$ cat config.mk
export PLATFORM = sky130hd
export DESIGN_NAME = cpu86_sync_fifo
export DESIGN_NICKNAME = d
export VERILOG_FILES = /design/src/rtl/cpu86_mem_model_pkg.sv /design/src/rtl/cpu86_sync_fifo.sv
export SDC_FILE = /design/constraint.sdc
export NUM_CORES = 1
export LEC_CHECK = 0
export ABC_AREA = 1
export CAP_MARGIN = 0
export CORE_UTILIZATION = 50
export DETAILED_ROUTE_END_ITERATION = 10
export GPL_ROUTABILITY_DRIVEN = 0
export HOLD_SLACK_MARGIN = 0.05
export PLACE_DENSITY_LB_ADDON = 0.25
export SLEW_MARGIN = 30
export SYNTH_ARGS = -nofsm -noshare
export SYNTH_HDL_FRONTEND = slang
export SYNTH_SLANG_ARGS = --single-unit
$ cat constraint.sdc
create_clock -name clk_i -period 9.5 [get_ports clk_i]
set_clock_uncertainty 0.15 [all_clocks]
set_input_delay 1.9 -clock clk_i [delete_from_list [all_inputs] [get_ports clk_i]]
set_output_delay 1.9 -clock clk_i [all_outputs]
set_load 0.02 [all_outputs]
$ cat src/rtl/cpu86_mem_model_pkg.sv
// Shared types, request field offsets and byte-enable helpers for the cpu86 memory responder.
package cpu86_mem_model_pkg;

  // Default geometry; the responder itself is parametrised, these match its defaults
  localparam int unsigned DEF_DATA_W = 32;
  localparam int unsigned DEF_ADDR_W = 16;
  localparam int unsigned DEF_BE_W   = DEF_DATA_W / 8;

  // Bit offsets of the request fields inside tdata at default geometry, we at the MSB
  localparam int unsigned REQ_WDATA_LSB = 0;
  localparam int unsigned REQ_ADDR_LSB  = REQ_WDATA_LSB + DEF_DATA_W;
  localparam int unsigned REQ_BE_LSB    = REQ_ADDR_LSB + DEF_ADDR_W;
  localparam int unsigned REQ_WE_BIT    = REQ_BE_LSB + DEF_BE_W;
  localparam int unsigned DEF_REQ_W     = REQ_WE_BIT + 1;

  // Request payload at default geometry
  typedef struct packed {
    logic                  we;
    logic [DEF_BE_W-1:0]   be;
    logic [DEF_ADDR_W-1:0] addr;
    logic [DEF_DATA_W-1:0] wdata;
  } req_t;

  // Total request width for an arbitrary geometry
  function automatic int unsigned req_width(input int unsigned data_w,
                                            input int unsigned addr_w);
    return 1 + (data_w / 8) + addr_w + data_w;
  endfunction

  // Select one byte lane: new byte when enabled, old byte otherwise
  function automatic logic [7:0] lane_merge(input logic [7:0] old_b,
                                            input logic [7:0] new_b,
                                            input logic       en);
    return en ? new_b : old_b;
  endfunction

  // Byte-enable merge of a full word at default geometry
  function automatic logic [DEF_DATA_W-1:0] be_merge(input logic [DEF_DATA_W-1:0] old_w,
                                                     input logic [DEF_DATA_W-1:0] new_w,
                                                     input logic [DEF_BE_W-1:0]   be);
    logic [DEF_DATA_W-1:0] res;
    res = old_w;
    for (int b = 0; b < int'(DEF_BE_W); b++) begin
      res[8*b +: 8] = lane_merge(old_w[8*b +: 8], new_w[8*b +: 8], be[b]);
    end
    return res;
  endfunction

endpackage

$ cat src/rtl/cpu86_sync_fifo.sv
// First-word fall-through synchronous FIFO used as the read-response queue.
module cpu86_sync_fifo
  import cpu86_mem_model_pkg::*;
#(
  parameter int unsigned DATA_W = 32,
  parameter int unsigned DEPTH  = 4
) (
  input  logic              clk_i,
  input  logic              reset_i,
  input  logic              push_i,
  input  logic [DATA_W-1:0] push_data_i,
  input  logic              pop_i,
  output logic              valid_o,
  output logic [DATA_W-1:0] data_o
);

  localparam int unsigned PTR_W = (DEPTH > 1) ? $clog2(DEPTH) : 1;
  localparam int unsigned CNT_W = $clog2(DEPTH + 1);

  logic [DATA_W-1:0] mem_q [DEPTH];
  logic [PTR_W-1:0]  wr_ptr_q, wr_ptr_d;
  logic [PTR_W-1:0]  rd_ptr_q, rd_ptr_d;
  logic [CNT_W-1:0]  cnt_q, cnt_d;
  logic              do_push, do_pop;

  // Pointer increment with wrap at DEPTH (DEPTH need not be a power of two)
  function automatic logic [PTR_W-1:0] ptr_inc(input logic [PTR_W-1:0] p);
    return (p == PTR_W'(DEPTH - 1)) ? '0 : p + PTR_W'(1);
  endfunction

  assign do_pop  = pop_i && (cnt_q != '0);
  assign do_push = push_i && ((cnt_q != CNT_W'(DEPTH)) || do_pop);

  assign valid_o = (cnt_q != '0);
  assign data_o  = mem_q[rd_ptr_q];

  // Next pointer / occupancy values
  always_comb begin
    wr_ptr_d = wr_ptr_q;
    rd_ptr_d = rd_ptr_q;
    cnt_d    = cnt_q;
    if (do_push) begin
      wr_ptr_d = ptr_inc(wr_ptr_q);
    end
    if (do_pop) begin
      rd_ptr_d = ptr_inc(rd_ptr_q);
    end
    if (do_push && !do_pop) begin
      cnt_d = cnt_q + CNT_W'(1);
    end else if (!do_push && do_pop) begin
      cnt_d = cnt_q - CNT_W'(1);
    end
  end

  // Storage and pointer registers; storage cleared so data reads zero out of reset
  always_ff @(posedge clk_i) begin
    if (reset_i) begin
      wr_ptr_q <= '0;
      rd_ptr_q <= '0;
      cnt_q    <= '0;
      for (int i = 0; i < int'(DEPTH); i++) begin
        mem_q[i] <= '0;
      end
    end else begin
      wr_ptr_q <= wr_ptr_d;
      rd_ptr_q <= rd_ptr_d;
      cnt_q    <= cnt_d;
      if (do_push) begin
        mem_q[wr_ptr_q] <= push_data_i;
      end
    end
  end

endmodule

### Word level (Yosys, flattened, before mapping)

Memories as Yosys holds them, arrays and structs flattened. A register that Yosys moved wholly into a read port is not among the register bits.
Cells that the tools add are included.

| operators by class | value |
|---|---|
| $add $sub $neg | 4 |
| equal/unequal tests | 3 |
| muxes and demuxes | 14 |
| reduce and logical (&&, ||, !) cells | 10 |

Operators with widths:

| kind | number |
|---|---|
| 2-to-1 mux 32 bit | 1 |
| OR reduction 32 bit | 1 |
| 2-to-1 mux 2 bit | 5 |
| 2-to-1 mux 1 bit | 6 |
| 2-to-1 mux 3 bit | 2 |
| adder 2 x 1 -> 2 bit (second input constant) | 2 |
| == test 2 bit (second input constant) | 2 |
| logical AND 1 bit | 4 |
| adder 3 x 1 -> 3 bit (second input constant) | 1 |
| != test 3 bit (second input constant) | 1 |
| nonzero test 3 bit | 1 |
| subtractor 3 x 1 -> 3 bit (second input constant) | 1 |
| zero test 1 bit | 2 |
| nonzero test 2 bit | 1 |
| logical OR 1 bit | 1 |

| word-level totals | value |
|---|---|
| register bits after elaboration | 7 |
| bits in writable memories | 128 |
| input port bits | 36 |
| output and inout bits | 33 |
| word-level logic and storage cells | 35 |
| memories kept | 1 |

Memories:

| name | depth | width | rd ports | clocked after Yosys merged registers in | wr ports | RTL line | source |
|---|---|---|---|---|---|---|---|
| mem_q | 4 | 32 | 1 | 1 | 4 | cpu86_sync_fifo.sv:20 | `logic [DATA_W-1:0] mem_q [DEPTH];` |

### Logic depth before layout (Yosys ltp)

| depth | value |
|---|---|
| depth in word-level cells | 9 |
| gate-level depth with buffers | 13 |
| gate-level depth less buffers | 13 |

### Worst setup path before layout

OpenSTA, ideal clock, no wires.

| timing | value |
|---|---|
| kind | input to register |
| start | in reset_i |
| end | mem mem_q[0][0], enable pin |
| library setup time | 0.466 ns |
| arrival | 4.609 ns |
| required time | 8.884 ns |
| setup slack | 4.275 ns |
| stages on the path | 4 |
| buffers on the path | 1 |
| path through | inv_1 > nand4_2 > buf_6 > o21ai_0 |

RTL lines:

| what | RTL line | source |
|---|---|---|
| from (decl) | cpu86_sync_fifo.sv:9 | `input logic reset_i,` |
| to (decl) | cpu86_sync_fifo.sv:20 |  |

==> flow_summary.toml <==
[status]
outcome = "complete, no violations"

[clock_tree]
post_cts_buffers = 0
post_cts_resized = 0
cts_inserted_buffers = 17
htreeDepth = 4
ctsHoldBuffers = 0
cts.sinks = 137
cts.path.max_buffers = 2
path_clk_slew_ps = 50
cts_tree = "done"
clk_latency_ps = 410
root_buffer = "clkbuf_16"

[sta]
tns_ps = 0
min_period_over_period = 0.518
rsz0062_at_grt = "no"
fmax_mhz = 203
tightest_slew_ps = 918
final_max_slew_viol_count = 0
period_needed_ps = 4920
finalSetupViolations = 0
max_slew_margin = 0.388
final_hold_viol_count = 0

[cells_and_area]
drive_gt1_frac = 0.114
final_common_cell = "edfxtp_1"
fin_nets = 648
syn_to_final_growth_pct = 23.9
fin_cells = 764
final_core_util = 0.648
diodes = 0
final_cell_mix = "edfxtp_1 (128), nor2_1 (108), nor3_1 (76)"
fill_cells = 893

[floorplanning]
rows = 39
pin_count = 69
design.core.area_mm2 = 0.0117
die_x_um = 112
start_util = 0.523
die-area_mm2 = 0.0126
fp.dieH_um = 112

[pwr]
combPwrFrac = 0.336
clkPwrFrac = 0.296
swShare = 0.332
leakage_nw = 2.81
ir_drop_v = 0.000176
switchingPower_mw = 0.693
powerDensity_mw_per_mm2 = 277
intPower_mw = 1.40
power_frac_seq = 0.367

[grt]
grt_max_degree = 66
grt_overflow = 0
grt_pass1_wl_um = 22300
track_usage = 0.229
antenna_found_initial = 0
grt_pass1_vias = 4492

[yosys]
syn_avg_cell_area_um2 = 11.0
synth_area_leaders = "edfxtp_1 (63%), nor2_1 (6.7%), nor3_1 (6.2%)"
synth.top_cell.area_share = 0.631
synth-seq-cells = 137
synth_seq_area_share = 0.660
synth.yosys.warnings = 0
synthCells = 553
synth.largest_area_cell = "edfxtp_1"
synth.net_count = 593
synth_area_mm2 = 0.00610
synth.distinct_cells = 25

[route]
ant_nets = 0
drc = 0
viasPerCell = 5.81
wirelength_um = 13500
first_iter_violations = 354
via_count = 4438
firstDrtPassIters = 4
wl_per_cell_um = 17.7

[placed_design]
dp.cells = 731
dp_hpwl_um = 7980
port_buffers = 68

[setup_path]
worstPathMaxFanout = 33
regToRegStartpoint = "wr_ptr_q[1]"
reg2reg_depth = 6
end_kind = "primary output"
r2r_setup_slack_ps = 6070
critPathKind = "reg -> out"
required_ps = 7450
r2r-end = "mem_q[3][30]"
arrival_ps = 2870
start_kind = "register"

[worst_hold_path]
holdPathStages = 2
worstHoldPathType = "reg -> reg"
hp-start = "rd_ptr_q[0]"

[flow_run]
drv_cap = 0
## layout make-up
cell class                      count  area [µm²]  share of cell area
Clock buffer                       23         448              0.0593
Timing Repair Buffer               79         866               0.115
Tap cell                          143         179              0.0237
Sequential cell                   137        4030               0.533
Clock inverter                      9         104              0.0138
Multi-Input combinational cell    330        1760               0.233
Inverter                           43         166              0.0220
## per-layer routing
metal	global-route usage	share of wire	vias to the layer above	wire, µm
met5	0	0	-	0
met1	0.293	0.42	2142	5730
met2	0.382	0.49	183	6570
met4	0.0898	0.023	0	308
li1	-	-	2087	-
met3	0.0508	0.068	26	925
## kinds of logic after synthesis
kind of cell	count (synthesis)	share of synthesized area
AOI/OAI and AO/OA	105	0.0928
xor gates and xnor gates	1	0.00144
adders and majority gates	4	0.00944
buffers and inverters	86	0.0603
DFF	137	0.660
and+or+nand+nor	220	0.176
## through the flow
stage | setup slack (ps) | hold WS (ps) | power, mW | cell area, µm²
CTS | 4590 | 382 | 2.09 | 7520
global route | 4450 | 409 | 2.18 | 7550
detailed placement | 4310 | 375 | 1.47 | 6960
global placement | 3890 | 341 | 1.45 | 6830
finish | 4580 | 378 | 2.09 | 7550
floorplan | 4280 | 332 | 1.19 | 6100
## worst max path at each step
stage,cells after the start,start,to
CTS,5,register,data_o[22]
global route,5,register,data_o[4]
global placement,4,reset_i,mem_q[0][13]
finish,5,register,data_o[22]
floorplan,4,reset_i,mem_q[0][0]
detailed placement,5,reset_i,mem_q[1][13]
## power by group through the flow
| stage | Combinational (mW) | Clock (mW) | Sequential [mW] |
|---|---|---|---|
| after CTS | 0.700 | 0.623 | 0.769 |
| after detailed placement | 0.695 | 0 | 0.780 |
| after global routing | 0.761 | 0.648 | 0.775 |
| after global placement | 0.672 | 0 | 0.778 |
| after floorplan | 0.409 | 0 | 0.777 |
| final | 0.702 | 0.619 | 0.768 |
## critical path, stage by stage, from the launching register on
cell and delay [ps]:
dfxtp_1 300, buf_4 240, inv_1 710, o21ai_0 240
o22ai_1 280, clkdlybuf4s50_1 660
## synth_stat cells
library cell and instances:
nand4_2 2, nor2_1 109, xor2_1 1, clkinv_2 1, fa_1 1, clkbuf_1 21, ha_1 3, clkinv_1 1
inv_1 39, nand2_1 8, buf_6 3, or2_2 1, buf_1 2, nor3_1 76, dfxtp_1 9, edfxtp_1 128
o21ai_1 3, nand2_2 1, nor3_2 20, o21ai_0 69, a21oi_1 1, o22ai_1 32, inv_2 2, nand3_1 3
buf_2 17
## state kept, by name, summed over array words and instances (netlist names), named ones only
register / cells
mem_q: 128
cnt_q: 3
rd_ptr_q: 2
wr_ptr_q: 2
Note: power is estimated with default switching activity, not from simulation.
